File: src/rtl/dev_fifo_port.sv
// Keyboard/screen device port: a DEPTH-entry RX and TX FIFO per direction, each with an
// 8-bit CSR (4 ena, 3 of, 2 dba, 1 io, 0 ie), a registered CPU port and a combined irq.
module dev_fifo_port #(
    parameter int DW    = 8,
    parameter int DEPTH = 4,
    parameter int AW    = $clog2(DEPTH)
) (
    input  logic          clk,
    input  logic          rst,
    input  logic          in_valid,
    input  logic [DW-1:0] in_data,
    output logic          out_valid,
    output logic [DW-1:0] out_data,
    input  logic          out_ready,
    input  logic [1:0]    cpu_addr,
    input  logic          cpu_wr,
    input  logic          cpu_rd,
    input  logic [DW-1:0] cpu_wdata,
    output logic [DW-1:0] cpu_rdata,
    output logic          irq
);

    typedef logic [AW:0]   ptr_t;
    typedef logic [DW-1:0] word_t;

    typedef enum logic [1:0] {
        ADDR_KB_DATA  = 2'b00,
        ADDR_KB_CSR   = 2'b01,
        ADDR_SCR_DATA = 2'b10,
        ADDR_SCR_CSR  = 2'b11
    } addr_e;

    // FIFO storage and pointers
    word_t rx_mem_q [DEPTH];
    word_t rx_mem_d [DEPTH];
    word_t tx_mem_q [DEPTH];
    word_t tx_mem_d [DEPTH];
    ptr_t  rx_wr_q, rx_wr_d, rx_rd_q, rx_rd_d;
    ptr_t  tx_wr_q, tx_wr_d, tx_rd_q, tx_rd_d;

    // CSR state bits
    logic  kb_ena_q, kb_ena_d, kb_ie_q, kb_ie_d, kb_of_q, kb_of_d;
    logic  scr_ena_q, scr_ena_d, scr_ie_q, scr_ie_d, scr_of_q, scr_of_d;

    word_t cpu_rdata_q, cpu_rdata_d;
    logic  irq_q, irq_d;

    // Status and strobes
    logic  rx_empty, rx_full, tx_empty, tx_full;
    logic  rx_pop, rx_push_req, rx_push, rx_ovf;
    logic  tx_pop, tx_push_req, tx_push, tx_ovf;
    logic  wr_kb_csr, wr_scr_csr;
    logic  wbit_ena, wbit_of, wbit_ie;
    logic [7:0] kb_csr, scr_csr;
    addr_e addr;

    always_comb begin
        addr     = addr_e'(cpu_addr);

        rx_empty = (rx_wr_q == rx_rd_q);
        rx_full  = (rx_wr_q[AW] != rx_rd_q[AW]) && (rx_wr_q[AW-1:0] == rx_rd_q[AW-1:0]);
        tx_empty = (tx_wr_q == tx_rd_q);
        tx_full  = (tx_wr_q[AW] != tx_rd_q[AW]) && (tx_wr_q[AW-1:0] == tx_rd_q[AW-1:0]);

        out_valid = scr_ena_q && !tx_empty;
        out_data  = tx_empty ? '0 : tx_mem_q[tx_rd_q[AW-1:0]];

        // A pop in the same cycle frees the slot, so a push into a full FIFO is still taken.
        rx_pop      = cpu_rd && (addr == ADDR_KB_DATA) && !rx_empty;
        rx_push_req = in_valid && kb_ena_q;
        rx_push     = rx_push_req && (!rx_full || rx_pop);
        rx_ovf      = rx_push_req && rx_full && !rx_pop;

        tx_pop      = out_valid && out_ready;
        tx_push_req = cpu_wr && (addr == ADDR_SCR_DATA) && scr_ena_q;
        tx_push     = tx_push_req && (!tx_full || tx_pop);
        tx_ovf      = tx_push_req && tx_full && !tx_pop;

        wr_kb_csr  = cpu_wr && (addr == ADDR_KB_CSR);
        wr_scr_csr = cpu_wr && (addr == ADDR_SCR_CSR);
        wbit_ena   = |(8'(cpu_wdata) & 8'h10);
        wbit_of    = |(8'(cpu_wdata) & 8'h08);
        wbit_ie    = |(8'(cpu_wdata) & 8'h01);

        kb_csr  = {3'b000, kb_ena_q,  kb_of_q,  !rx_empty, 1'b0, kb_ie_q};
        scr_csr = {3'b000, scr_ena_q, scr_of_q, !tx_full,  1'b1, scr_ie_q};
    end

    always_comb begin
        rx_mem_d = rx_mem_q;
        rx_wr_d  = rx_wr_q;
        rx_rd_d  = rx_rd_q;
        if (rx_push) begin
            rx_mem_d[rx_wr_q[AW-1:0]] = in_data;
            rx_wr_d = rx_wr_q + 1'b1;
        end
        if (rx_pop) begin
            rx_rd_d = rx_rd_q + 1'b1;
        end
    end

    always_comb begin
        tx_mem_d = tx_mem_q;
        tx_wr_d  = tx_wr_q;
        tx_rd_d  = tx_rd_q;
        if (tx_push) begin
            tx_mem_d[tx_wr_q[AW-1:0]] = cpu_wdata;
            tx_wr_d = tx_wr_q + 1'b1;
        end
        if (tx_pop) begin
            tx_rd_d = tx_rd_q + 1'b1;
        end
    end

    // Overflow set is applied after the write-1-to-clear so a coincident overflow wins.
    always_comb begin
        kb_ena_d  = kb_ena_q;
        kb_ie_d   = kb_ie_q;
        kb_of_d   = kb_of_q;
        scr_ena_d = scr_ena_q;
        scr_ie_d  = scr_ie_q;
        scr_of_d  = scr_of_q;
        if (wr_kb_csr) begin
            kb_ena_d = wbit_ena;
            kb_ie_d  = wbit_ie;
            if (wbit_of) begin
                kb_of_d = 1'b0;
            end
        end
        if (wr_scr_csr) begin
            scr_ena_d = wbit_ena;
            scr_ie_d  = wbit_ie;
            if (wbit_of) begin
                scr_of_d = 1'b0;
            end
        end
        if (rx_ovf) begin
            kb_of_d = 1'b1;
        end
        if (tx_ovf) begin
            scr_of_d = 1'b1;
        end
    end

    always_comb begin
        cpu_rdata_d = cpu_rdata_q;
        if (cpu_rd) begin
            unique case (addr)
                ADDR_KB_DATA:  cpu_rdata_d = rx_empty ? '0 : rx_mem_q[rx_rd_q[AW-1:0]];
                ADDR_KB_CSR:   cpu_rdata_d = DW'(kb_csr);
                ADDR_SCR_DATA: cpu_rdata_d = '0;
                ADDR_SCR_CSR:  cpu_rdata_d = DW'(scr_csr);
                default:       cpu_rdata_d = '0;
            endcase
        end
        irq_d = (kb_ie_q && !rx_empty) || (scr_ie_q && !tx_full);
    end

    always_ff @(posedge clk) begin
        if (rst) begin
            rx_mem_q    <= '{default: '0};
            tx_mem_q    <= '{default: '0};
            rx_wr_q     <= '0;
            rx_rd_q     <= '0;
            tx_wr_q     <= '0;
            tx_rd_q     <= '0;
            kb_ena_q    <= 1'b0;
            kb_ie_q     <= 1'b0;
            kb_of_q     <= 1'b0;
            scr_ena_q   <= 1'b0;
            scr_ie_q    <= 1'b0;
            scr_of_q    <= 1'b0;
            cpu_rdata_q <= '0;
            irq_q       <= 1'b0;
        end else begin
            rx_mem_q    <= rx_mem_d;
            tx_mem_q    <= tx_mem_d;
            rx_wr_q     <= rx_wr_d;
            rx_rd_q     <= rx_rd_d;
            tx_wr_q     <= tx_wr_d;
            tx_rd_q     <= tx_rd_d;
            kb_ena_q    <= kb_ena_d;
            kb_ie_q     <= kb_ie_d;
            kb_of_q     <= kb_of_d;
            scr_ena_q   <= scr_ena_d;
            scr_ie_q    <= scr_ie_d;
            scr_of_q    <= scr_of_d;
            cpu_rdata_q <= cpu_rdata_d;
            irq_q       <= irq_d;
        end
    end

    assign cpu_rdata = cpu_rdata_q;
    assign irq       = irq_q;

endmodule

File: config.mk
export PLATFORM = sky130hd
export DESIGN_NAME = dev_fifo_port
export DESIGN_NICKNAME = d
export VERILOG_FILES = /design/src/rtl/dev_fifo_port.sv
export SDC_FILE = /design/constraint.sdc
export NUM_CORES = 1
export LEC_CHECK = 0
export ABC_AREA = 1
export CORE_MARGIN = 1
export CORE_UTILIZATION = 25
export CTS_CLUSTER_DIAMETER = 50
export DETAILED_ROUTE_END_ITERATION = 8
export HOLD_SLACK_MARGIN = 0.08
export PLACE_DENSITY = 0.5
export SLEW_MARGIN = 25
export SYNTH_ARGS = -nofsm -noshare
export SYNTH_HDL_FRONTEND = slang
export SYNTH_SLANG_ARGS = --single-unit
File: constraint.sdc
create_clock -name clk -period 3.3 [get_ports clk]
set_input_delay 0.495 -clock clk [delete_from_list [all_inputs] [get_ports clk]]
set_output_delay 0.495 -clock clk [all_outputs]
set_load 0.03 [all_outputs]
==> results.ini, run 1 <==
[cells_and_area]
finalNonFillerCells = 1029
areaGrowthSynthToFinish_pct = 17.9
fillCellCount = 2103
fin_nets = 799
drive_gt1_frac = 0.0819
antenna_cells = 0
regArea_um2 = 1820
multiInputGateArea_um2 = 2350

[clock_tree]
cts_buffers = 9
cts.sinks = 91
cts.clk_slew.worst_paths_ns = 0.07
cts_setup_buffers = 0
root_buffer = clkbuf_16
cts_tree = done
insertion_delay_ns = 0.35
cts_resized = 0
ctsHoldBuffers = 0
ctsHtreeMaxLevel = 3
clockBufferDepth = 2

[power_and_ir_drop]
p_sw_mw = 0.565
p_comb_frac = 0.066
clkPwrFrac = 0.465
p_sw_frac = 0.238
p_int_mw = 1.81
ir_drop_mv = 0.268
leakage_nw = 2.66
p_seq_frac = 0.469
power_density_nw_per_um2 = 411

[worst_setup_path]
crit_type = reg -> out
reg2reg_from = tx_rd_q[0]
arrival_ns = 2.47
critPathBufInv = 3
cp.required_ns = 2.80
cpPeakStageDelay_ns = 0.70
crit_top_cell = nand2_1
critPathSlowestCell = dfxtp_1
end_kind = output pin
regToRegSetupSlack_ns = 0.99
path_max_fanout = 19
start_kind = flip-flop
r2r_end = tx_mem_q[6]
path_cells = inv_4 > nand2_1 > nand2_1 > nor2_4 > nand2_2 > nand2_1 > inv_1 > clkdlybuf4s50_1
cpLargestDelayFamily = buffers and inverters
reg2reg_depth = 10

[drt]
vias_per_cell = 4.13
wl_per_cell_um = 12.3
drc = 0
dr_total_vias = 4247
antenna_left = 0
first_iter_violations = 223
drt_pass1_iterations = 5
totalWireLength_um = 12700

[placement]
hpwl_um = 8790
gp_congestion = 0.755
dp_cells = 1014
io_buffers = 41

[sta]
finalCritPeriodShare = 0.897
fmax_ghz = 0.338
slew_headroom = 0.583
min_period_ns = 2.96
worst_slew_pin_slew_ns = 0.624
finalSetupViolCount = 0
final_hold_viol_count = 0
fin_skew_ns = 0.00770
setup_tns_ns = 0
report.final.slew_viol_count = 0
rsz0062_at_grt = no

[floorplanning]
die_w_um = 142
initial_core_util = 0.259
num_rows = 50
coreArea_um2 = 19000
die_h_um = 142
dieArea_um2 = 20200
num_io_pins = 42

[grt]
grt_max_degree = 40
grt_usage = 0.135
antenna_found_initial = 0
grt_pass1_wl_um = 21100
grt_pass1_vias = 3932
grt_overflow = 0

[synthesis]
ys_types = 31
synth-seq-cells = 91
synth_edf_count = 0
yosys.area.top_type_share = 0.371
synth_warnings = 0
synth-seq-area-share = 0.371
yosys.area.top_type = dfxtp_1
ys_top_cells_by_area = dfxtp_1, nand2_1, inv_1
syn-num-nets = 772
syn-cell-area_um2 = 4910
avgSynthCellArea_um2 = 6.66
synth-async-reset-ratio = 0
ys.flop_type = dfxtp_1
synth_cells = 738

[worst_hold_path]
hold_end = kb_of_q
hold_path_class = reg -> reg
holdCritStartpoint = kb_of_q
min_path_cells = 2

[outcome]
outcome = finished clean

[run]
drv_cap = 0

cell families after synthesis:
family	synth area share
and+or+nand+nor	0.326
buffers and inverters	0.151
AOI/OAI and AO/OA	0.111
DFF	0.371
adders and majority gates	0.0255
xor gates and xnor gates	0.0155
worst max-delay path by stage:
| stage | slack [ns] | from | to | cells past startpoint |
|---|---|---|---|---|
| final | 0.34 | tx_rd_q[0] | out_data[6] | 8 |
| after global routing | 0.14 | tx_rd_q[0] | out_data[7] | 8 |
| after CTS | 0.29 | tx_rd_q[0] | out_data[6] | 8 |
| after detailed placement | 0.69 | tx_rd_q[0] | out_data[6] | 8 |
| after global placement | 0.72 | tx_rd_q[0] | out_data[6] | 8 |
| after floorplan | 1.65 | tx_rd_q[0] | out_data[0] | 7 |
cell usage after synthesis, types with 2 or more instances:
master	instances
a21oi_1	53
a221oi_1	3
buf_2	7
buf_4	3
buf_6	11
clkbuf_1	11
dfxtp_1	91
ha_1	10
inv_1	132
inv_4	2
nand2_1	185
nand2_2	3
nand3_1	12
nand3_2	2
nand3_4	4
nand4_1	33
nor2_1	92
nor2_2	21
o21ai_0	48
xor2_1	4
power by group through the flow:
stage / sequential (mW) / combinational, mW / clock, mW
2_1_floorplan: 1.15 / 0.0799 / 0
3_3_place_gp: 1.14 / 0.159 / 0
3_5_place_dp: 1.14 / 0.157 / 0
4_1_cts: 1.12 / 0.158 / 1.13
5_1_grt: 1.12 / 0.174 / 1.17
6_report: 1.12 / 0.156 / 1.11
state kept, by name, indices dropped and copies added (netlist names):
name,flops
rx_mem_q,32
tx_mem_q,32
cpu_rdata,8
rx_rd_q,3
rx_wr_q,3
tx_rd_q,3
tx_wr_q,3
irq,1
kb_ena_q,1
kb_ie_q,1
kb_of_q,1
scr_ena_q,1
scr_ie_q,1
scr_of_q,1
per-layer routing:
metal	track usage	wire [um]	up-vias
met3	0.0286	518	15
met4	0.0470	200	0
met1	0.184	6330	1835
met2	0.211	5650	76
met5	0	0	-
li1	-	-	2321
layout by cell type (no fill, tap or decap), drive strengths merged, types with 10 or more instances in the layout:
master,instances
inv,135
nand2,188
nand3,18
a21oi,53
nor2,114
o21ai,48
dfxtp,91
clkbuf,12
nand4,34
clkdlybuf4s50,41
ha,10
stage by stage:
step	hold slack [ns]	instance area, um^2	setup WS (ns)	util	total power [mW]
finish	0.480	5790	0.338	0.306	2.38
global route	0.505	5790	0.137	0.306	2.47
CTS	0.481	5790	0.291	0.306	2.41
detailed placement	0.472	5480	0.694	0.289	1.30
global placement	0.471	5480	0.716	0.289	1.30
floorplan	0.447	4910	1.65	-	1.23
tightest hold or removal path, delay by kind of cell (launching register included):
kind	cells	cell delay (ns)
flops	1	0.30
compound gates	2	0.13
layout make-up:
| type | count | area share |
|---|---|---|
| tap | 260 | 0.0561 |
| sequential | 91 | 0.314 |
| timing repair buffer | 49 | 0.0812 |
| clock inverter | 3 | 0.00799 |
| clock buffer | 12 | 0.0460 |
| multi-input combinational | 479 | 0.406 |
| inverter | 135 | 0.0883 |
(Power assumes the default switching activity.)
==> inputs of run 2 (changes only) <==
PLACE_DENSITY = 0.51   (was 0.5)
clock period = 2.7 ns   (was 3.3 ns; I/O delays follow)
==> results.ini, run 2 (synthesis results as in run 1) <==
[outcome]
outcome = finished clean

[worst_setup_path]
path_max_fanout = 19  ; unchanged
arrival_ns = 2.10  ; -0.37 ns
end_kind = output pin
start_kind = flip-flop
crit_type = reg -> out
reg2reg_depth = 10  ; unchanged
regToRegSetupSlack_ns = 0.95  ; -0.04 ns
reg2reg_from = tx_rd_q[1]
r2r_end = tx_mem_q[1]
cp.required_ns = 2.30  ; -0.50 ns

[worst_hold_path]
holdCritStartpoint = scr_ie_q
min_path_cells = 2  ; unchanged
hold_path_class = reg -> reg
hold_end = scr_ie_q

[clock_tree]
cts_setup_buffers = 0  ; unchanged
cts.sinks = 91  ; unchanged
cts_resized = 1  ; +1
insertion_delay_ns = 0.35  ; about the same
cts_buffers = 9  ; unchanged
cts_tree = done
clockBufferDepth = 2  ; unchanged
ctsHtreeMaxLevel = 3  ; unchanged
root_buffer = clkbuf_16
cts.clk_slew.worst_paths_ns = 0.07  ; about the same
ctsHoldBuffers = 0  ; unchanged

[placement]
gp_congestion = 0.751  ; -0.60%
hpwl_um = 8360  ; -4.9%
dp_cells = 1014  ; unchanged
dp_worst_setup_slack_ns = 0.353  ; -0.341 ns
io_buffers = 41  ; unchanged

[cells_and_area]
utilization = 0.306  ; +0.000792
areaGrowthSynthToFinish_pct = 18.2
multiInputGateArea_um2 = 2350  ; unchanged
antenna_cells = 0  ; unchanged
fillCellCount = 2119  ; +0.76%
final_cell_mix = nand2_1, inv_1, nor2_1
layout_commonest_cell = nand2_1
drive_gt1_frac = 0.0844  ; +0.00249
finalNonFillerCells = 1030  ; +0.097%
regArea_um2 = 1820  ; +0.14%
fin_nets = 799  ; unchanged

[grt]
grt_usage = 0.129  ; -0.00603
grt_pass1_wl_um = 20300  ; -4.0%
antenna_found_initial = 0  ; unchanged
grt_pass1_vias = 3887  ; -1.1%
grt_overflow = 0  ; unchanged
grt_max_degree = 76  ; +90%

[power_and_ir_drop]
power_density_nw_per_um2 = 496  ; +21%
p_total_mw = 2.88  ; +21%
ir_drop_mv = 0.276  ; +2.7%
leakage_nw = 2.66  ; about the same

[sta]
setup_tns_ns = 0  ; unchanged
min_period_ns = 2.51
rsz0062_at_grt = no
fin_ws_ns = 0.195  ; -0.143 ns
finalCritPeriodShare = 0.928
finalSetupViolCount = 0  ; unchanged
worst_slew_pin_slew_ns = 0.428  ; -0.196 ns
fmax_ghz = 0.399
final_hold_viol_count = 0  ; unchanged
fin_skew_ns = 0.00896  ; +0.00126 ns
report.final.slew_viol_count = 0  ; unchanged
slew_headroom = 0.714  ; +0.131

[run]
drv_cap = 0  ; unchanged

[drt]
antenna_left = 0  ; unchanged
wl_per_cell_um = 12.0  ; -2.8%
drt_pass1_iterations = 4  ; -1
vias_per_cell = 4.15  ; +0.51%
first_iter_violations = 293  ; +31%
totalWireLength_um = 12300  ; -2.7%
dr_total_vias = 4273  ; +0.61%
drc = 0  ; unchanged

[floorplanning]
dieArea_um2 = 20200  ; unchanged
num_io_pins = 42  ; unchanged
die_w_um = 142  ; unchanged
die_h_um = 142  ; unchanged
num_rows = 50  ; unchanged
coreArea_um2 = 19000  ; unchanged
initial_core_util = 0.259  ; unchanged

==> run 2: cell count changes in the layout (fill, tap and decap cells not counted), moves of 2 or more <==
cell and delta:
dfxtp_1 -2, inv_6 +3, dfxtp_2 +2, clkbuf_8 -3
buf_4 -2, buf_12 +2
==> run 2: final cells by class <==
cell class                 instances  area share
multi-input combinational        479       0.405
sequential                        91       0.314
inverter                         135      0.0881
timing repair buffer              49      0.0853
tap                              260      0.0560
clock buffer                      10      0.0394
clock inverter                     6      0.0123
==> run 2: critical path, stage by stage, from the launching register on <==
cell and delay, ns:
dfxtp_2 0.37, inv_4 0.16, nand2_1 0.07, nand2_1 0.10, nor2_4 0.05, nand2_2 0.18
nand2_1 0.08, inv_1 0.08, clkdlybuf4s50_1 0.66
==> run 2: power by group <==
| part | switching (mW) | internal, mW | leakage, nW | total, mW |
|---|---|---|---|---|
| sequential | 0.00917 | 1.35 | 0.736 | 1.36 |
| combinational | 0.121 | 0.0730 | 1.78 | 0.194 |
| clock | 0.596 | 0.729 | 0.140 | 1.32 |
==> run 2: per-layer routing <==
layer | part of all wire | global-route usage | vias up
met5 | 0 | 0 | -
met4 | 0.010 | 0.0390 | 0
met3 | 0.040 | 0.0276 | 8
met2 | 0.44 | 0.202 | 74
met1 | 0.51 | 0.178 | 1871
li1 | - | - | 2320
==> run 2: through the flow <==
stage / hold slack [ns] / cell area, um^2
final: 0.484 / 5810
after global routing: 0.501 / 5810
after CTS: 0.482 / 5810
after detailed placement: 0.472 / 5510
after global placement: 0.467 / 5510
after floorplan: 0.447 / 4910
==> run 2: how the worst max path moves through the flow <==
stage                     from           to  slack (ns)  depth (start not counted)
floorplan           tx_rd_q[0]  out_data[0]        1.14                          7
global placement    tx_rd_q[1]  out_data[6]        0.40                          8
detailed placement  tx_rd_q[1]  out_data[7]        0.35                          8
CTS                 tx_rd_q[0]  out_data[7]        0.05                          8
global route        tx_rd_q[1]  out_data[6]        0.02                          8
finish              tx_rd_q[0]    out_valid        0.19                          8
==> inputs of run 3 (changes only) <==
CTS_CLUSTER_DIAMETER = unset   (was 50)
==> results of run 3 <==
Same layout as run 2: the final DEF is identical, and so are final timing and power.
